[config.mk]
export PLATFORM = sky130hd
export DESIGN_NAME = imem_loader
export DESIGN_NICKNAME = d
export VERILOG_FILES = /design/src/rtl/imem_loader.sv
export SDC_FILE = /design/constraint.sdc
export NUM_CORES = 1
export LEC_CHECK = 0
export CORE_MARGIN = 5
export CORE_UTILIZATION = 50
export CTS_BUF_LIST = sky130_fd_sc_hd__clkbuf_4 sky130_fd_sc_hd__clkbuf_8 sky130_fd_sc_hd__clkbuf_16
export DETAILED_ROUTE_END_ITERATION = 7
export PLACE_DENSITY = 0.83
export SYNTH_ARGS = -nofsm -noshare
export SYNTH_HDL_FRONTEND = slang
export SYNTH_SLANG_ARGS = --single-unit
export TNS_END_PERCENT = 10
[constraint.sdc]
create_clock -name clock -period 4.49 [get_ports clock]
set_input_delay 1.347 -clock clock [delete_from_list [all_inputs] [get_ports clock]]
set_output_delay 1.347 -clock clock [all_outputs]
set_load 0.005 [all_outputs]
[src/rtl/imem_loader.sv]
// Byte-stream boot loader: count byte, N big-endian words written to instruction memory, CPU held until DONE.
// Optional trailing 32-bit checksum of all words when IMEM_LOADER_CHECKSUM_EN is defined.
module imem_loader #(
  parameter int ADDR_WIDTH = 5
) (
  input  logic                  clock,
  input  logic                  reset,
  input  logic                  start,
  input  logic                  byteValid,
  input  logic [7:0]            byteData,
  output logic                  byteReady,
  output logic                  memWriteEnable,
  output logic [ADDR_WIDTH-1:0] memWriteAddress,
  output logic [31:0]           memWriteData,
  output logic                  busy,
  output logic                  done,
  output logic                  holdProcessor,
  output logic                  overflowError,
  output logic                  checksumError
);

`ifdef IMEM_LOADER_CHECKSUM_EN
  typedef enum logic [2:0] {IDLE, COUNT, DATA, CSUM, DONE} state_t;
  localparam state_t POST_DATA = CSUM;
`else
  typedef enum logic [2:0] {IDLE, COUNT, DATA, DONE} state_t;
  localparam state_t POST_DATA = DONE;
`endif

  state_t                state_q, state_d;
  logic [7:0]            count_q, count_d;
  logic [7:0]            words_q, words_d;
  logic [1:0]            byte_idx_q, byte_idx_d;
  logic [23:0]           shift_q, shift_d;
  logic                  we_q, we_d;
  logic [ADDR_WIDTH-1:0] addr_q, addr_d;
  logic [31:0]           data_q, data_d;
  logic                  ovf_q, ovf_d;
`ifdef IMEM_LOADER_CHECKSUM_EN
  logic [31:0]           csum_q, csum_d;
  logic                  cerr_q, cerr_d;
`endif

  logic        xfer;
  logic [31:0] word;
  logic        in_range;

`ifdef IMEM_LOADER_CHECKSUM_EN
  assign byteReady = (state_q == COUNT) || (state_q == DATA) || (state_q == CSUM);
  assign checksumError = cerr_q;
`else
  assign byteReady = (state_q == COUNT) || (state_q == DATA);
  assign checksumError = 1'b0;
`endif

  assign busy            = byteReady;
  assign done            = (state_q == DONE);
  assign holdProcessor   = (state_q != DONE);
  assign memWriteEnable  = we_q;
  assign memWriteAddress = addr_q;
  assign memWriteData    = data_q;
  assign overflowError   = ovf_q;

  assign xfer = byteValid && byteReady;
  assign word = {shift_q, byteData};
  // Word indices at or beyond the memory depth are counted but never written.
  assign in_range = ((words_q >> ADDR_WIDTH) == 8'd0);

  always_comb begin
    state_d    = state_q;
    count_d    = count_q;
    words_d    = words_q;
    byte_idx_d = byte_idx_q;
    shift_d    = shift_q;
    we_d       = 1'b0;
    addr_d     = addr_q;
    data_d     = data_q;
    ovf_d      = ovf_q;
`ifdef IMEM_LOADER_CHECKSUM_EN
    csum_d     = csum_q;
    cerr_d     = cerr_q;
`endif
    unique case (state_q)
      IDLE, DONE: begin
        if (start) begin
          state_d    = COUNT;
          words_d    = 8'd0;
          byte_idx_d = 2'd0;
          ovf_d      = 1'b0;
`ifdef IMEM_LOADER_CHECKSUM_EN
          csum_d     = 32'd0;
          cerr_d     = 1'b0;
`endif
        end
      end
      COUNT: begin
        if (xfer) begin
          count_d = byteData;
          state_d = (byteData == 8'd0) ? POST_DATA : DATA;
        end
      end
      DATA: begin
        if (xfer) begin
          byte_idx_d = byte_idx_q + 2'd1;
          shift_d    = {shift_q[15:0], byteData};
          if (byte_idx_q == 2'd3) begin
            words_d = words_q + 8'd1;
            if (in_range) begin
              we_d   = 1'b1;
              addr_d = ADDR_WIDTH'(words_q);
              data_d = word;
            end else begin
              ovf_d = 1'b1;
            end
`ifdef IMEM_LOADER_CHECKSUM_EN
            csum_d = csum_q + word;
`endif
            if (words_q == count_q - 8'd1) begin
              state_d = POST_DATA;
            end
          end
        end
      end
`ifdef IMEM_LOADER_CHECKSUM_EN
      CSUM: begin
        if (xfer) begin
          byte_idx_d = byte_idx_q + 2'd1;
          shift_d    = {shift_q[15:0], byteData};
          if (byte_idx_q == 2'd3) begin
            cerr_d  = (word != csum_q);
            state_d = DONE;
          end
        end
      end
`endif
      default: state_d = IDLE;
    endcase
  end

  always_ff @(posedge clock) begin
    if (reset) begin
      state_q    <= IDLE;
      count_q    <= 8'd0;
      words_q    <= 8'd0;
      byte_idx_q <= 2'd0;
      shift_q    <= 24'd0;
      we_q       <= 1'b0;
      addr_q     <= '0;
      data_q     <= 32'd0;
      ovf_q      <= 1'b0;
`ifdef IMEM_LOADER_CHECKSUM_EN
      csum_q     <= 32'd0;
      cerr_q     <= 1'b0;
`endif
    end else begin
      state_q    <= state_d;
      count_q    <= count_d;
      words_q    <= words_d;
      byte_idx_q <= byte_idx_d;
      shift_q    <= shift_d;
      we_q       <= we_d;
      addr_q     <= addr_d;
      data_q     <= data_d;
      ovf_q      <= ovf_d;
`ifdef IMEM_LOADER_CHECKSUM_EN
      csum_q     <= csum_d;
      cerr_q     <= cerr_d;
`endif
    end
  end

endmodule

**Yosys cells after proc, flatten, opt, wreduce, memory -nomap -nowiden**

Index checks and enable logic that the tools add are counted.
Widths: inputs -> output; s select.

- Add/sub/neg operators: 3
- Equality and inequality tests: 12
- Mux-type cells: 20
- Bitwise gates (word level): 3
- Reductions and logical operators: 15

Operators with widths:

| cell | number |
|---|---|
| $mux 8 | 3 |
| $logic_not 8->1 | 2 |
| $pmux 8 s2 | 1 |
| $mux 3 | 5 |
| $reduce_and 5->1 | 2 |
| $pmux 3 s3 | 1 |
| $add 8x1->8 const B | 1 |
| $eq 8x8->1 | 1 |
| $ne 2x2->1 const B | 4 |
| $reduce_and 4->1 | 2 |
| $sub 8x1->8 const B | 1 |
| $eq 3x2->1 const B | 2 |
| $mux 1 | 6 |
| $mux 2 | 2 |
| $ne 2x1->1 const B | 2 |
| $pmux 2 s2 | 1 |
| $reduce_and 2->1 | 2 |
| $reduce_or 4->1 | 1 |
| $eq 3x1->1 const B | 1 |
| $logic_not 3->1 | 1 |
| $ne 3x2->1 const B | 1 |
| $not 1->1 | 3 |
| $reduce_and 3->1 | 1 |
| $add 2x1->2 const B | 1 |
| 6 further kinds | 6 |

- Register bits: 84
- Output and inout bits: 44
- Word-level logic and storage cells: 62

**Longest topological paths before layout**

Gate-level depths: netlist (run 1).

- Word-level depth: 6
- Mapped depth: 9

**Worst setup path after synthesis (run 1)**

Ideal clock, no wire load.

- Path kind: register to output
- Start: reg state_q[0]
- End: out byteReady
- Arrival time: 1.154 ns
- Data required time: 3.143 ns
- Slack: 1.989 ns
- Stages on the path, launching flop included: 6
- Path buffers: 2
- Cell sequence: dfxtp_1 -> inv_1 -> ha_1 -> clkbuf_1 -> inv_1 -> buf_4

- Word-level cells in the longest chain between the ends: 2
- Elaborated cells between the ends (all ways): 3

RTL lines:

| what | RTL line | RTL |
|---|---|---|
| start: declaration | 30 | `state_t state_q, state_d;` |
| start signal: assignment | 156 | `state_q <= state_d;` |
| $eq 3x1->1 / $eq 3x2->1 (equally long branches) | 52 | `assign byteReady = (state_q == COUNT) \|\| (state_q == DATA);` |
| $logic_or 1x1->1 * | 52 |  |
| end: declaration | 11 | `output logic byteReady,` |

Mark *: on every way between the ends. The rest lies on a longest branch, timed or not.

**Worst setup path after layout (run 1)**

- Start: in byteValid
- End: reg addr_q[3], in the netlist memWriteAddress[3]

- Word-level cells in the longest chain between the ends: 2

RTL lines:

| what | RTL line | RTL |
|---|---|---|
| start: declaration | 9 | `input logic byteValid,` |
| $logic_and 1x1->1 | 64 | `assign xfer = byteValid && byteReady;` |
| $reduce_and 4->1 (no line) | n/a |  |
| end signal: assignment | 162 | `addr_q <= addr_d;` |
| end: declaration | 36 | `logic [ADDR_WIDTH-1:0] addr_q, addr_d;` |

No other way between the ends.
A chain may end at the register's enable or synchronous reset.

==> metrics.md, run 1 <==
| Metric | Value |
|---|---|
| Clk slew on worst S/H paths | `0.08 ns` |
| Worst-path maximum fanout | `25` |
| Clock Power Share | `30.3%` |
| Fin nets | `485` |
| Global-route wire length before repair | `13100 µm` |
| Outcome | `completed` |
| Synth top area cells | `dfxtp_1 50%, nand2_1 16%, a21oi_1 11%` |
| DRT Wirelength | `7740 µm` |
| Total grt overflow | `0` |
| Commonest non-fill, non-tap cell in the layout | `nand2_1` |
| Pint | `0.00112 W` |
| Asr flop ratio synth | `0%` |
| GR Util met1 | `22.8%` |
| Fin Hold WS | `0.457 ns` |
| N_diodes | `0` |
| Clk_skew | `0.0129 ns` |
| Yosys warns | `0` |
| Max stage delay cell, worst path | `nor2_2` |
| Sequential area share after synthesis | `49.8%` |
| Post-synthesis cell count | `423` |
| Worst slew margin | `38.9%` |
| Critical Path Source Type | `primary input` |
| Hold WC Path Type | `register to register` |
| RSZ-0062 raised after global routing | `false` |
| Cells along the critical path | `clkdlybuf4s50_1 -> nand2_1 -> buf_4 -> nor2_2 -> buf_4 -> nand2_1 -> a21oi_1` |
| Fin cells | `549` |
| Total core area | `0.00642 mm²` |
| Via count | `2954` |
| Pwr Density | `394 mW/mm²` |
| Count of final setup violators | `0` |
| Slowest Stage Delay on Critical Path | `0.74 ns` |
| DRT iter0 DRCs | `193` |
| Netlist Area Pre-Place | `0.00334 mm²` |
| CP required | `4.76 ns` |
| Drt pass-1 iters | `4` |
| Final hold vios | `0` |
| Routability cong. | `0.838` |
| Remaining antenna violation count after routing | `0` |
| Largest net degree at the start of global routing | `48` |
| Most frequent cells in the layout | `139 x nand2_1, 83 x dfxtp_1, 76 x a21oi_1` |
| Area of placed instances | `0.00391 mm²` |
| CTS Sinks | `83` |
| DRC viols | `0` |
| Max H-tree Level | `3` |
| Dominant cell type by area after synthesis | `dfxtp_1` |
| Post-synth top area share | `49.8%` |
| Global Route met2 Usage | `32.0%` |
| #FFs+latches synth | `83` |
| GRT Overall Usage | `19.1%` |
| Via/cell ratio | `5.38` |
| Setup TNS | `0 ns` |
| Die Span X | `91.7 µm` |
| Max-cap violations | `0` |
| Final instance area | `0.00409 mm²` |
| Final Cycle Share | `71.5%` |
| Initial Util | `52.0%` |
| Skew-Pair Late Insertion Delay | `0.35 ns` |
| CP Class | `primary input to register` |
| Syn Nets | `441` |
| Layout cells sized above 1 | `6.57%` |
| WP buf/inv | `3` |
| Lkg Pwr | `1.38 nW` |
| Cts bufs inserted | `9` |
| Tmin final | `3.21 ns` |
| Seq pwr share | `48.9%` |
| Fin. max-slew vios | `0` |
| Placed insts | `533` |
| Worst-margin pin slew | `0.915 ns` |
| Initial antenna violation count | `0` |
| Ports | `56` |
| DR WL/cell | `14.1 µm` |
| CTS root buf | `clkbuf_8` |
| CTS resizes | `0` |
| CTS tree | `built` |
| P&R area growth vs syn | `22.5%` |
| Worst setup EP type | `register` |
| Post-route core utilization | `63.7%` |
| Die Area | `0.00841 mm²` |
| NetSw | `0.000496 W` |
| Delay-heaviest family, CP | `buffers and inverters` |
| Main synth FF type | `dfxtp_1` |
| Post-DP HPWL | `5410 µm` |
| Postcts setup bufs | `0` |
| Die Span Y | `91.7 µm` |
| Fmax | `312 MHz` |
| Number of global-route vias before repair | `2861` |
| Max VDD drop | `0.000217 V` |
| Unique masters post-synth | `40` |
| Gr busiest metal | `met2` |
| Number of core rows | `29` |
| Combinational group share of total power | `20.7%` |
| EDFF count, synth | `0` |
| Switching portion of total power | `30.7%` |
| Syn_area_per_cell | `7.89 µm²` |
| Grt met3 use | `4.09%` |
| FF-to-FF setup slack | `1.81 ns` |
| Port Buffers | `54` |
| Worst EP arrival | `3.48 ns` |
| Clk buf depth | `2` |
| Cts hold-fix bufs | `0` |
==> per-layer routing <==
layer,vias up,part of all wire [%]
met5,-,0
met4,0,2.1
met3,17,6.0
met2,89,49
met1,1368,42
li1,1480,-
==> stage by stage <==
stage / total power, W / setup WS (ns)
final: 0.00161 / 1.28
after global routing: 0.00169 / 1.10
after CTS: 0.00162 / 1.29
after detailed placement: 0.00114 / 0.932
after global placement: 0.00112 / 1.03
after floorplan: 0.00104 / 1.99
==> worst register-to-register path: cells and delay by family (launching register included) <==
family / cells / cell delay (ns)
buffers and inverters: 3 / 0.67
DFF: 1 / 0.34
and+or+nand+nor: 3 / 0.92
adders and majority gates: 1 / 0.53
AOI/OAI and AO/OA: 1 / 0.14
==> final cells by class <==
type / instances / area [µm²]
repair buffers: 60 / 581
clock buffers: 11 / 145
inverters: 9 / 33.8
flip-flops and latches: 83 / 1660
well taps: 77 / 96.3
fillers: 578 / 2330
clock inverters: 5 / 36.3
multi-input cells: 304 / 1540
==> flip-flops by register name, indices dropped and copies added, names as in the netlist <==
name	cells
byte_idx_q	2
count_q	8
memWriteAddress	5
memWriteData	32
memWriteEnable	1
overflowError	1
shift_q	24
state_q	2
words_q	8
==> kinds of logic (layout without fill, tap and decap cells) <==
family	after synthesis	count (layout)	synth area share, %
and+or+nand+nor	190	190	24.1
AOI/OAI and AO/OA	90	90	15.0
DFF	83	83	49.8
buffers and inverters	36	85	4.27
xor gates and xnor gates	17	17	4.46
adders and majority gates	6	6	2.25
other	1	1	0.112
==> power groups by stage <==
| stage | combinational, W | sequential (W) | clock (W) |
|---|---|---|---|
| floorplan | 0.000245 | 0.000798 | 0 |
| finish | 0.000334 | 0.000789 | 0.000489 |
| CTS | 0.000333 | 0.000789 | 0.000497 |
| global route | 0.000367 | 0.000794 | 0.000531 |
| detailed placement | 0.000330 | 0.000806 | 0 |
| global placement | 0.000319 | 0.000804 | 0 |
==> final timing paths <==
| check | from | end | depth (start not counted) |
|---|---|---|---|
| setup / recovery | byteValid | memWriteAddress[3]$_SDFFE_PP0P_ | 7 |
| hold / removal | shift_q[18]$_SDFFE_PP0P_ | shift_q[18]$_SDFFE_PP0P_ | 2 |
| hold reg to reg | shift_q[18]$_SDFFE_PP0P_ | shift_q[18]$_SDFFE_PP0P_ | 2 |
| setup reg to reg | state_q[0]$_SDFFE_PP0P_ | memWriteAddress[3]$_SDFFE_PP0P_ | 8 |
==> synth_stat cells (2+ instances only) <==
cell        n
nand2_1   139
dfxtp_1    83
a21oi_1    76
clkbuf_1   24
nor2_1     15
nand3_1    14
inv_1       9
xor2_1      9
xnor2_1     8
ha_1        6
nor3_1      5
nand4_1     3
o21ai_0     3
buf_4       2
nand2b_1    2
Note: power is estimated with default switching activity, not from simulation.
==> run 2, diff against run 1 <==
CORE_UTILIZATION = 47   (was 50)
PLACE_DENSITY = 0.82   (was 0.83)
clock period = 2.6 ns   (was 4.49 ns; I/O delays follow)
==> metrics.md, run 2 (synthesis results as in run 1) <==
| Metric | Value |
|---|---|
| Fmax | `399 MHz` |
| Initial Util | `48.6%` |
| WP buf/inv | `3` |
| Most frequent cell on the critical path | `inv_1` |
| Worst setup EP type | `primary output` |
| Fin Hold WS | `0.457 ns` |
| Total Power | `0.00294 W` |
| Lkg Pwr | `1.44 nW` |
| Tmin final | `2.50 ns` |
| CTS root buf | `clkbuf_8` |
| Fin. max-slew vios | `0` |
| Cts hold-fix bufs | `0` |
| Total core area | `0.00687 mm²` |
| Routed metal-1 wirelength | `3320 µm` |
| Drt pass-1 iters | `8` |
| CTS Sinks | `83` |
| Worst EP arrival | `1.72 ns` |
| Remaining antenna violation count after routing | `0` |
| Max stage delay cell, worst path | `clkdlybuf4s50_1` |
| Met2 Routed Length | `3990 µm` |
| Setup TNS | `0 ns` |
| Pwr Density | `697 mW/mm²` |
| Global-route wire length before repair | `13500 µm` |
| Port Buffers | `54` |
| Worst slew margin | `59.5%` |
| Outcome | `completed` |
| Post-DP HPWL | `5610 µm` |
| CP required | `1.82 ns` |
| Via count | `3036` |
| N_diodes | `0` |
| Cells along the critical path | `inv_1 -> ha_1 -> inv_1 -> clkdlybuf4s50_1` |
| Slowest Stage Delay on Critical Path | `0.50 ns` |
| CTS resizes | `0` |
| Max-cap violations | `0` |
| Fin nets | `492` |
| Max FFs per register | `32` |
| Total grt overflow | `0` |
| Min-delay src | `shift_q[16]$_SDFFE_PP0P_` |
| GRT Overall Usage | `19.1%` |
| Met3 WL | `500 µm` |
| Worst setup path startpoint | `state_q[0]$_SDFFE_PP0P_` |
| Cts bufs inserted | `9` |
| Die Span X | `94.3 µm` |
| CTS tree | `built` |
| Final Cycle Share | `96.3%` |
| Most frequent cells in the layout | `139 x nand2_1, 83 x dfxtp_1, 76 x a21oi_1` |
| Commonest non-fill, non-tap cell in the layout | `nand2_1` |
| Max VDD drop | `0.000355 V` |
| Hold WC Path Type | `register to register` |
| DR top layer | `met4` |
| Skew-Pair Late Insertion Delay | `0.35 ns` |
| Count of final setup violators | `0` |
| Delay-heaviest family, CP | `buffers and inverters` |
| Critical Path Source Type | `register` |
| Clk_skew | `0.00809 ns` |
| Worst-path maximum fanout | `3` |
| RSZ-0062 raised after global routing | `false` |
| Ports | `56` |
| Postcts setup bufs | `0` |
| DRC viols | `0` |
| DR WL/cell | `13.9 µm` |
| Final hold vios | `0` |
| DRT iter0 DRCs | `218` |
| Layout cells sized above 1 | `7.93%` |
| Number of global-route vias before repair | `2810` |
| Clk buf depth | `2` |
| Initial antenna violation count | `0` |
| P&R area growth vs syn | `26.3%` |
| DRT Wirelength | `8000 µm` |
| Clk slew on worst S/H paths | `0.09 ns` |
| Routability cong. | `0.918` |
| CP Class | `register to primary output` |
| Via/cell ratio | `5.28` |
| Die Area | `0.00888 mm²` |
| Max H-tree Level | `3` |
| Die Span Y | `94.3 µm` |
| Largest net degree at the start of global routing | `49` |
| Reg-to-reg startpoint | `state_q[0]$_SDFFE_PP0P_` |
| Worst-margin pin slew | `0.607 ns` |
| Number of core rows | `30` |
run 2: cell types whose count changed in the layout (fill, tap and decap cells not counted), sizes merged:
cell      delta
buf          +7
clkinvlp     -1
bufinv       +1
clkbuf       -2
inv          +2
run 2: per-stage QoR:
| step | setup WS [ns] | std cells | util [%] | instance area [µm²] |
|---|---|---|---|---|
| 6_report | 0.0958 | 575 | 61.4 | 4220 |
| 5_1_grt | 0.0283 | 575 | 61.4 | 4220 |
| 4_1_cts | 0.0793 | 575 | 61.4 | 4220 |
| 3_5_place_dp | 0.0767 | 559 | 58.4 | 4010 |
| 3_3_place_gp | 0.166 | 559 | 58.4 | 4010 |
| 2_1_floorplan | 0.642 | 423 | - | 3340 |
run 2: layout make-up:
type	instances	area (µm²)
Fill cell	585	2650
Timing Repair Buffer	67	658
Clock buffer	9	124
Multi-Input combinational cell	304	1540
Sequential cell	83	1660
Clock inverter	7	82.6
Inverter	9	33.8
Tap cell	96	120
run 2: worst paths after layout:
check | endpoint | slack, ns | depth (start not counted)
worst min register to register | memWriteData[24]$_SDFFE_PP0P_ | 0.46 | 2
worst min-delay path | memWriteData[24]$_SDFFE_PP0P_ | 0.46 | 2
worst max register to register | words_q[7]$_SDFFE_PP0P_ | 0.34 | 8
worst max-delay path | byteReady | 0.1 | 4
run 2: report_power, final:
group	internal [W]	total, W	switching [W]
clock network	0.000458	0.000952	0.000494
logic	0.000257	0.000619	0.000362
registers	0.00132	0.00137	0.0000509
run 2: tightest hold or removal path: cells and delay by family (launching register included):
family | cells | cell delay (ns)
compound gates | 1 | 0.05
flops | 1 | 0.32
simple gates | 1 | 0.05
run 2: layer usage:
| metal | GRT usage (%) | up-vias |
|---|---|---|
| met4 | 8.54 | 0 |
| met1 | 24.2 | 1401 |
| met5 | 0 | - |
| met2 | 31.4 | 120 |
| met3 | 3.69 | 19 |
| li1 | - | 1496 |
